### src/rtl/sync_fifo_if.sv
// Handshake bundle between a same-clock producer/consumer and sync_fifo.
// master = pipeline side, slave = FIFO side.
interface sync_fifo_if #(
  parameter int unsigned WIDTH       = 32,
  parameter int unsigned NUM_ENTRIES = 8
);
  localparam int unsigned CNT_W = $clog2(NUM_ENTRIES + 1);

  logic               flush;
  logic               write_en;
  logic [WIDTH-1:0]   write_data;
  logic               full;
  logic               almost_full;
  logic               read_en;
  logic [WIDTH-1:0]   read_data;
  logic               empty;
  logic               almost_empty;
  logic [CNT_W-1:0]   count;
  logic               overflow;
  logic               underflow;

  modport master (
    output flush, write_en, write_data, read_en,
    input  full, almost_full, read_data, empty, almost_empty, count, overflow, underflow
  );

  modport slave (
    input  flush, write_en, write_data, read_en,
    output full, almost_full, read_data, empty, almost_empty, count, overflow, underflow
  );
endinterface

### src/rtl/sync_fifo.sv
// Single-clock FIFO with arbitrary depth, occupancy count, almost flags and flush.
// Define SYNC_FIFO_ERR_FLAGS_EN to build the sticky overflow/underflow flags.
module sync_fifo #(
  parameter int unsigned WIDTH              = 32,
  parameter int unsigned NUM_ENTRIES        = 8,
  parameter int unsigned ALMOST_FULL_LEVEL  = NUM_ENTRIES - 1,
  parameter int unsigned ALMOST_EMPTY_LEVEL = 1
) (
  input logic        clk,
  input logic        reset,
  sync_fifo_if.slave bus
);
  localparam int unsigned PTR_W = $clog2(NUM_ENTRIES);
  localparam int unsigned CNT_W = $clog2(NUM_ENTRIES + 1);

  logic [WIDTH-1:0] mem [NUM_ENTRIES];
  logic [PTR_W-1:0] write_ptr;
  logic [PTR_W-1:0] read_ptr;
  logic [CNT_W-1:0] count_q;
  logic [CNT_W-1:0] count_next;
  logic             full_q;
  logic             empty_q;
  logic             almost_full_q;
  logic             almost_empty_q;
  logic             write_accept;
  logic             read_accept;

  // Acceptance uses registered flags only; flush discards both requests.
  assign write_accept = bus.write_en && !full_q  && !bus.flush;
  assign read_accept  = bus.read_en  && !empty_q && !bus.flush;

  always_comb begin
    count_next = count_q;
    if (bus.flush) begin
      count_next = '0;
    end else if (write_accept && !read_accept) begin
      count_next = count_q + CNT_W'(1);
    end else if (read_accept && !write_accept) begin
      count_next = count_q - CNT_W'(1);
    end
  end

  // Pointers wrap explicitly at NUM_ENTRIES-1 so any depth works.
  always_ff @(posedge clk or posedge reset) begin
    if (reset) begin
      write_ptr <= '0;
      read_ptr  <= '0;
    end else if (bus.flush) begin
      write_ptr <= '0;
      read_ptr  <= '0;
    end else begin
      if (write_accept) begin
        write_ptr <= (write_ptr == PTR_W'(NUM_ENTRIES - 1)) ? '0 : write_ptr + PTR_W'(1);
      end
      if (read_accept) begin
        read_ptr <= (read_ptr == PTR_W'(NUM_ENTRIES - 1)) ? '0 : read_ptr + PTR_W'(1);
      end
    end
  end

  // Count and flags registered together so flags track the count exactly.
  always_ff @(posedge clk or posedge reset) begin
    if (reset) begin
      count_q        <= '0;
      full_q         <= 1'b0;
      empty_q        <= 1'b1;
      almost_full_q  <= 1'b0;
      almost_empty_q <= 1'b1;
    end else begin
      count_q        <= count_next;
      full_q         <= (count_next == CNT_W'(NUM_ENTRIES));
      empty_q        <= (count_next == '0);
      almost_full_q  <= (count_next >= CNT_W'(ALMOST_FULL_LEVEL));
      almost_empty_q <= (count_next <= CNT_W'(ALMOST_EMPTY_LEVEL));
    end
  end

  // Storage left unreset so it can map onto RAM.
  always_ff @(posedge clk) begin
    if (write_accept) begin
      mem[write_ptr] <= bus.write_data;
    end
  end

  assign bus.read_data    = mem[read_ptr];
  assign bus.count        = count_q;
  assign bus.full         = full_q;
  assign bus.empty        = empty_q;
  assign bus.almost_full  = almost_full_q;
  assign bus.almost_empty = almost_empty_q;

`ifdef SYNC_FIFO_ERR_FLAGS_EN
  logic overflow_q;
  logic underflow_q;

  always_ff @(posedge clk or posedge reset) begin
    if (reset) begin
      overflow_q  <= 1'b0;
      underflow_q <= 1'b0;
    end else if (bus.flush) begin
      overflow_q  <= 1'b0;
      underflow_q <= 1'b0;
    end else begin
      if (bus.write_en && full_q) overflow_q  <= 1'b1;
      if (bus.read_en && empty_q) underflow_q <= 1'b1;
    end
  end

  assign bus.overflow  = overflow_q;
  assign bus.underflow = underflow_q;
`else
  assign bus.overflow  = 1'b0;
  assign bus.underflow = 1'b0;
`endif
endmodule

### src/flat_wrapper.sv
// flat-port wrapper written by rule: the top's interface ports become plain ports
module sync_fifo_flat 
#(
  parameter int unsigned WIDTH              = 32,
  parameter int unsigned NUM_ENTRIES        = 8,
  parameter int unsigned ALMOST_FULL_LEVEL  = NUM_ENTRIES - 1,
  parameter int unsigned ALMOST_EMPTY_LEVEL = 1
)
  (clk, reset, bus_flush, bus_write_en, bus_write_data, bus_read_en, bus_full, bus_almost_full, bus_read_data, bus_empty, bus_almost_empty, bus_count, bus_overflow, bus_underflow);
  sync_fifo_if #(.WIDTH(WIDTH), .NUM_ENTRIES(NUM_ENTRIES)) bus_i ();
  input logic clk;
  input logic reset;
  input wire logic [$bits(bus_i.flush)-1:0] bus_flush;
  input wire logic [$bits(bus_i.write_en)-1:0] bus_write_en;
  input wire logic [$bits(bus_i.write_data)-1:0] bus_write_data;
  input wire logic [$bits(bus_i.read_en)-1:0] bus_read_en;
  output wire logic [$bits(bus_i.full)-1:0] bus_full;
  output wire logic [$bits(bus_i.almost_full)-1:0] bus_almost_full;
  output wire logic [$bits(bus_i.read_data)-1:0] bus_read_data;
  output wire logic [$bits(bus_i.empty)-1:0] bus_empty;
  output wire logic [$bits(bus_i.almost_empty)-1:0] bus_almost_empty;
  output wire logic [$bits(bus_i.count)-1:0] bus_count;
  output wire logic [$bits(bus_i.overflow)-1:0] bus_overflow;
  output wire logic [$bits(bus_i.underflow)-1:0] bus_underflow;
  assign bus_i.flush = bus_flush;
  assign bus_i.write_en = bus_write_en;
  assign bus_i.write_data = bus_write_data;
  assign bus_i.read_en = bus_read_en;
  assign bus_full = bus_i.full;
  assign bus_almost_full = bus_i.almost_full;
  assign bus_read_data = bus_i.read_data;
  assign bus_empty = bus_i.empty;
  assign bus_almost_empty = bus_i.almost_empty;
  assign bus_count = bus_i.count;
  assign bus_overflow = bus_i.overflow;
  assign bus_underflow = bus_i.underflow;
  sync_fifo #(.WIDTH(WIDTH), .NUM_ENTRIES(NUM_ENTRIES), .ALMOST_FULL_LEVEL(ALMOST_FULL_LEVEL), .ALMOST_EMPTY_LEVEL(ALMOST_EMPTY_LEVEL)) u_core (.clk(clk), .reset(reset), .bus(bus_i));
endmodule
### config.mk
export PLATFORM = sky130hd
export DESIGN_NAME = sync_fifo_flat
export DESIGN_NICKNAME = d
export VERILOG_FILES = /design/src/rtl/sync_fifo_if.sv /design/src/rtl/sync_fifo.sv /design/src/flat_wrapper.sv
export SDC_FILE = /design/constraint.sdc
export NUM_CORES = 1
export LEC_CHECK = 0
export CAP_MARGIN = 20
export CORE_MARGIN = 2
export CORE_UTILIZATION = 40
export CTS_CLUSTER_SIZE = 8
export DETAILED_ROUTE_END_ITERATION = 7
export PLACE_DENSITY = 0.69
export SETUP_SLACK_MARGIN = 0.5
export SYNTH_ARGS = -nofsm -noshare
export SYNTH_HDL_FRONTEND = slang
export SYNTH_SLANG_ARGS = --single-unit
### constraint.sdc
create_clock -name clk -period 3.5 [get_ports clk]
set_clock_uncertainty 0.1 [all_clocks]
set_input_delay 0.7 -clock clk [delete_from_list [all_inputs] [get_ports clk]]
set_output_delay 0.7 -clock clk [all_outputs]
set_load 0.05 [all_outputs]
Word-level counts from Yosys, hierarchy flattened
Memory sizes are Yosys's and may differ from the RTL's.
Cells that the tools add are included.
{ "word_totals": {"reg_bits": 14, "latchBits": 0, "mem_bits_rw": 256, "romBits": 0, "in_bits": 37, "out_inout_bits": 42, "word_cells": 42, "mem_count": 1} }
{ "op_classes": {"n_addsub": 4, "n_mul": 0, "div": 0, "order_cmp": 2, "eq_ne": 3, "shift": 0, "n_mux": 11, "bitwise": 0, "reduce_logical": 14} }
{ "mem_list": {"columns": ["memory", "words", "word_bits", "read_ports", "rd_clocked_by_memory_dff", "write_ports", "line", "rtl"], "rows": [
  ["u_core.mem", 8, 32, 1, 0, 1, "sync_fifo.sv:16", "logic [WIDTH-1:0] mem [NUM_ENTRIES];"]
]} }
{ "ops": {"columns": ["op", "n"], "rows": [
  ["$mux 3", 6],
  ["$mux 4", 3],
  ["$add 3x1->3 const B", 2],
  ["$eq 3x3->1 const B", 2],
  ["$logic_and 1x1->1", 6],
  ["$logic_not 1->1", 5],
  ["$add 4x1->4 const B", 1],
  ["$eq 4x4->1 const B", 1],
  ["$ge 4x3->1 const B", 1],
  ["$le 4x1->1 const B", 1],
  ["$logic_not 4->1", 1],
  ["$reduce_bool 2->1", 2],
  ["$sub 4x1->4 const B", 1],
  ["$mux 1", 2]
]} }

Longest topological paths before layout
Gate-level depths: netlist of run 1.
{ "logic_depth": {"word_depth": 9, "ltp_mapped": 7} }

Least setup slack after synthesis of run 1
OpenSTA, ideal clock, no wires.
{ "synth_path": {"kind": "register to register", "start": "register u_core.full_q, in the netlist u_core.bus.full", "end": "memory u_core.mem[0][0], enable pin", "setup_time_ns": 0.461, "arrival_ns": 3.515, "path_slack_ns": -0.576, "path_stages_with_launch": 5, "period_less_slack_ns": 4.076, "path_cell_list": "dfrtp_1 nand2b_1 buf_2 or3_1 nor3_1"} }
{ "synth_via": {"elab_chain_cells": 5} }
{ "synth_lines": {"columns": ["element", "line", "rtl"], "rows": [
  ["start, declared", "sync_fifo.sv:21", "logic full_q;"],
  ["start signal, assigned", "sync_fifo.sv:71", "full_q <= (count_next == CNT_W'(NUM_ENTRIES));"],
  ["$logic_not 1->1", "sync_fifo.sv:29", "assign write_accept = bus.write_en && !full_q && !bus.flush;"],
  ["$logic_and 1x1->1 (2 in a row)", "sync_fifo.sv:29", null],
  ["$mux 1", "sync_fifo.sv:80", "if (write_accept) begin"],
  ["$mux 1 (implied by the code)", "sync_fifo.sv:81", "mem[write_ptr] <= bus.write_data;"],
  ["end, declared", "sync_fifo.sv:16", null]
]} }
Every way passes these cells.

Worst setup path after layout of run 1
{ "layout_path": {"start": "register u_core.read_ptr[0]", "end": "output bus_read_data[24]"} }
{ "layout_via": {"elab_chain_cells": 1} }
{ "layout_lines": {"columns": ["element", "line", "rtl"], "rows": [
  ["start, declared", "sync_fifo.sv:18", "logic [PTR_W-1:0] read_ptr;"],
  ["start signal, assigned", "sync_fifo.sv:56", "read_ptr <= (read_ptr == PTR_W'(NUM_ENTRIES - 1)) ? '0 : read_ptr + PTR_W'(1);"],
  ["$mem_v2 8x32", null, null],
  ["end, declared", "flat_wrapper.sv:19", "output wire logic [$bits(bus_i.read_data)-1:0] bus_read_data;"]
]} }
Every way passes these cells.

==> results.yml, run 1 <==
routing:
  firstDrtPassIters: 4
  wl_um: 21400
  drc: 0
  postRouteAntennaNets: 0
  drt-initial-drc-count: 300
  wl_per_cell_um: 22.5
  drt-vias-per-instance: 5.27
  vias: 5013
die:
  rows: 59
  die_h_um: 166
  die_x_um: 166
  core_um2: 25900
  die_area_um2: 27500
  io_pins: 79
  initial_core_util_pct: 40.5
clock_tree:
  clock_sinks: 270
  clk-insertion-delay-late_ns: 0.50
  numCtsBuffers: 39
  cts_tree: "built"
  h-tree-depth: 2
  clkTransAtPathRegs_ns: 0.05
  clockBufferDepth: 3
  root_buffer: "clkbuf_16"
setup_path:
  ff2ff_setup_slack_ns: 1.44
  cp_data_required_time_ns: 2.70
  startpoint_type: "flip-flop"
  criticalPathCategory: "reg -> out"
  path_cells: "buf_12 > buf_12 > buf_6 > mux4_2 > mux2_4 > buf_8"
  cp_top_family: "multiplexers"
  ff2ff_path_depth: 4
  timing.rr.start: "u_core.bus.full"
  cp_max_fo: 9
  cp_common_cell: "buf_12"
  cp_slowest_cell: "dfrtp_4"
  arrival_ns: 2.32
  slowest_delay_ns: 0.50
  crit_path_end_kind: "output port"
  cp_num_buf_inv: 4
  r2r_end: "u_core.mem[0][10]"
sta:
  period_share_pct: 89.1
  max-slew-margin-rel_pct: 63.3
  min_period_ns: 3.12
  worst_slew_pin_slew_ns: 0.550
  hold_violations: 0
  rsz0062_at_grt: "yes"
  finalSetupTns_ns: 0
  maxClockFrequency_ghz: 0.321
  drv_slew: 0
  setup-violations-final: 0
global_routing:
  antenna_found_initial: 0
  grt_overflow: 0
  grt_util_all_layers_pct: 15.7
  grt_max_degree: 33
  grt_pass1_wl_um: 32900
  grt_pass1_vias: 5478
layout:
  fillerInstances: 1990
  antenna_cells: 0
  finish.utilization_pct: 50.6
  areaGrowthSynthToFinish_pct: 24.9
  design_area_um2: 13100
  nNetsFinal: 644
  post_route_cells_drive_above_1_share_pct: 36.7
  final_common_cell: "edfxtp_1"
  final_cell_mix: "edfxtp_1 (256), mux4_2 (63), clkdlybuf4s50_1 (44), buf_4 (44), clkbuf_16 (40)"
power_and_ir_drop:
  leakage_nw: 4.26
  p_per_area_nw_per_um2: 645
  power_mw: 8.45
  peakVddDrop_uv: 354
min_path:
  hold_class: "in -> async"
yosys:
  yosys_warnings: 0
  synth.cell_area_um2: 10500
  async_flop_share_pct: 5.19
  synth_seq_cells: 270
  synthFlopType: "edfxtp_1"
  synthCells: 468
  ys_types: 39
  avgSynthCellArea_um2: 22.4
  ys_seq_area_share_pct: 76.7
  synth_edf_count: 256
placed_design:
  port_buffers: 76
  postPlaceCellArea_um2: 11700
  gp_congestion: 0.750
  hpwl_um: 11700
run:
  maxCapViolations: 0
run_status:
  status: "complete, no violations"
stage by stage:
stage,hold WS [ns],std cells,setup slack (ns)
floorplan,0.450,469,0.295
global placement,0.481,881,0.400
detailed placement,0.480,881,0.380
CTS,0.445,949,0.363
global route,0.506,951,0.333
finish,0.444,951,0.382
how the worst max path moves through the flow:
stage | endpoint | from | slack (ns) | cells past startpoint
2_1_floorplan | u_core.mem[2][0] | u_core.bus.full | 0.30 | 4
3_3_place_gp | bus_read_data[2] | u_core.read_ptr[0] | 0.40 | 3
3_5_place_dp | bus_read_data[4] | u_core.read_ptr[0] | 0.38 | 3
4_1_cts | bus_read_data[12] | u_core.read_ptr[0] | 0.36 | 5
5_1_grt | bus_read_data[24] | u_core.read_ptr[0] | 0.33 | 6
6_report | bus_read_data[24] | u_core.read_ptr[0] | 0.38 | 6
cell families after synthesis:
| kind of cell | after synthesis | share of synthesized area, % |
|---|---|---|
| AOI/OAI and AO/OA | 14 | 0.883 |
| xor gates and xnor gates | 1 | 0.0835 |
| adders and majority gates | 6 | 0.716 |
| buffers and inverters | 28 | 1.67 |
| DFF | 270 | 76.7 |
| muxes | 98 | 17.5 |
| other | 1 | 0.0358 |
| and+or+nand+nor | 50 | 2.41 |
flip-flops by register name, indices dropped and copies added (netlist names):
name	count
u_core.mem	256
u_core.bus.empty	1
u_core.read_ptr	3
u_core.write_ptr	3
u_core.bus.almost_empty	1
u_core.bus.count	4
u_core.bus.almost_full	1
u_core.bus.full	1
report_power, final:
part	switching (mW)	total, mW	internal, mW
clock network	1.22	3.26	2.04
registers	0.0546	3.69	3.64
logic	0.818	1.49	0.676
layout make-up:
class / instances / area [um2] / area share (%)
Sequential cell: 270 / 8050 / 61.5
Multi-Input combinational cell: 171 / 2350 / 17.9
Timing Repair Buffer: 116 / 1190 / 9.09
Clock buffer: 54 / 1040 / 7.96
Tap cell: 335 / 419 / 3.20
Clock inverter: 2 / 32.5 / 0.248
Inverter: 3 / 11.3 / 0.0860
layer usage:
layer	part of all wire [%]	wire, um	vias up	global-route usage, %
met5	0	0	-	0
met2	50	10800	153	26.9
met3	5.6	1190	47	3.12
li1	-	-	2210	-
met1	42	8880	2603	20.5
met4	2.6	562	0	4.88
synthesized netlist by cell type (2+ instances only):
master / n / area, um2
mux4_1: 3 / 78.8
edfxtp_1: 256 / 7690
dfstp_2: 2 / 52.6
clkbuf_1: 9 / 33.8
nor2_1: 13 / 48.8
ha_1: 6 / 75.1
nor2b_1: 2 / 12.5
dfrtp_1: 12 / 300
nand2_1: 10 / 37.5
buf_4: 6 / 45.0
a21oi_1: 6 / 30.0
inv_1: 3 / 11.3
a211oi_1: 2 / 15.0
mux2_2: 33 / 372
buf_2: 5 / 25.0
nand3_1: 2 / 10.0
nor3_1: 9 / 45.0
nand2b_1: 4 / 25.0
mux4_2: 61 / 1370
nand3b_1: 2 / 15.0
buf_6: 4 / 45.0
repair_timing:
item / in CTS / in global routing
endpoints found under the setup margin: 32 / 28
cloned: 3 / 1
pin swaps: 0 / 0
hold buffers: 0 / 0
buffers inserted: 9 / 1
gates resized for setup: 65 / 4
(Power assumes the default switching activity.)
==> run 2, diff against run 1 <==
--- a/config.mk
+++ b/config.mk
@@ -5,12 +5,11 @@
 export SDC_FILE = /design/constraint.sdc
 export NUM_CORES = 1
 export LEC_CHECK = 0
-export CAP_MARGIN = 20
 export CORE_MARGIN = 2
-export CORE_UTILIZATION = 40
+export CORE_UTILIZATION = 45
 export CTS_CLUSTER_SIZE = 8
 export DETAILED_ROUTE_END_ITERATION = 7
-export PLACE_DENSITY = 0.69
+export PLACE_DENSITY = 0.75
 export SETUP_SLACK_MARGIN = 0.5
 export SYNTH_ARGS = -nofsm -noshare
 export SYNTH_HDL_FRONTEND = slang
==> results.yml, run 2 (same netlist as run 1, synthesis figures left out) <==
die:
  die_area_um2: 24500
  die_h_um: 157
  core_um2: 22800
  rows: 55
  initial_core_util_pct: 46.0
  io_pins: 79
  die_x_um: 157
sta:
  whs_ns: 0.499
  maxClockFrequency_ghz: 0.315
  setup-violations-final: 0
  finalSetupTns_ns: 0
  hold_violations: 0
  drv_slew: 0
  min_period_ns: 3.17
  worst_slew_pin_slew_ns: 0.600
  max-slew-margin-rel_pct: 60.0
  period_share_pct: 90.6
  rsz0062_at_grt: "yes"
layout:
  nNetsFinal: 653
  antenna_cells: 0
  post_route_cells_drive_above_1_share_pct: 37.4
  areaGrowthSynthToFinish_pct: 28.3
  top_register: "u_core.mem"
  design_area_um2: 13500
  final_cell_mix: "edfxtp_1 (256), mux4_2 (62), clkdlybuf4s50_1 (44)"
  largest_reg_flops: 256
  final_common_cell: "edfxtp_1"
clock_tree:
  numCtsBuffers: 39
  clk-insertion-delay-late_ns: 0.49
  clockBufferDepth: 3
  clock_sinks: 270
  clkTransAtPathRegs_ns: 0.05
  cts_tree: "built"
  h-tree-depth: 2
  root_buffer: "clkbuf_16"
setup_path:
  startpoint_type: "flip-flop"
  cp_max_fo: 6
  criticalPathCategory: "reg -> out"
  crit_path_end_kind: "output port"
  arrival_ns: 2.37
  cp_data_required_time_ns: 2.70
routing:
  vias: 5194
  drt-vias-per-instance: 5.53
  firstDrtPassIters: 4
  wl_um: 22400
  drt-initial-drc-count: 415
  drc: 0
  wl_per_cell_um: 23.8
  postRouteAntennaNets: 0
global_routing:
  grt_pass1_wl_um: 33300
  use_met1_pct: 23.4
  grt_max_degree: 41
  antenna_found_initial: 0
  grt_use_met3_pct: 3.74
  busiest_layer: "met2"
  grt_util_all_layers_pct: 18.6
  grt_overflow: 0
  use_met2_pct: 33.0
  grt_pass1_vias: 5534
run_status:
  status: "complete, no violations"
power_and_ir_drop:
  p_per_area_nw_per_um2: 647
  power_mw: 8.71
  leakage_nw: 4.46
  peakVddDrop_uv: 474
min_path:
  hold_class: "in -> async"
placed_design:
  gp_congestion: 0.738
  postPlaceCellArea_um2: 11700
  port_buffers: 76
  hpwl_um: 11600
run:
  maxCapViolations: 0
[run 2: cell count changes in the layout (fill, tap and decap cells not counted), moves of 9 or more]
cell,change
buf_6,+9
mux2_4,+20
buf_8,+11
mux2_2,-20
buf_4,-14
[run 2: power by group]
part | total (mW) | switching (mW) | internal (mW)
Clock | 3.29 | 1.23 | 2.06
Sequential | 3.70 | 0.0581 | 3.64
Combinational | 1.72 | 0.875 | 0.846
Total | 8.71 | 2.16 | 6.55
[run 2: per-stage QoR]
step,setup slack (ns),utilization (%),std cells
after floorplan,0.295,-,469
after global placement,0.400,51.4,857
after detailed placement,0.377,51.4,857
after CTS,0.324,58.6,937
after global routing,0.271,59.1,939
final,0.330,59.1,939
[run 2: cell type report]
class	instances	area (um2)
fillers	1593	9320
clock inverters	3	28.8
multi-input cells	171	2430
well taps	313	392
repair buffers	125	1500
inverters	3	11.3
flip-flops and latches	270	8050
clock buffers	54	1050
[run 2: routing by layer]
layer | up-vias | wire (um) | share of wire, %
met2 | 190 | 11600 | 52
met3 | 40 | 1430 | 6.4
met4 | 0 | 473 | 2.1
met5 | - | 0 | 0
met1 | 2732 | 8860 | 40
li1 | 2232 | - | -
[run 2: final timing paths]
path,start,end,slack (ns),depth (start not counted)
max,u_core.read_ptr[0],bus_read_data[16],0.33,6
min in group clk,u_core.write_ptr[0],u_core.write_ptr[0],0.51,2
min,reset,u_core.read_ptr[2],0.50,2
max in group asynchronous,reset,u_core.read_ptr[0],2.36,2
min reg2reg,u_core.write_ptr[0],u_core.write_ptr[0],0.51,2
max reg2reg,u_core.bus.full,u_core.mem[0][11],1.36,4
[run 2: timing repair]
action,CTS,global route
gates resized for setup,132,26
gates cloned,6,1
setup buffers,17,1
setup endpoints to repair,32,32
hold buffers,0,0
[run 2: worst max-delay path, cell delays in order (launching register included)]
cell and delay [ns]:
dfrtp_4 0.46, buf_12 0.15, buf_12 0.16, buf_16 0.14
mux4_2 0.51, mux2_4 0.28, buf_6 0.15
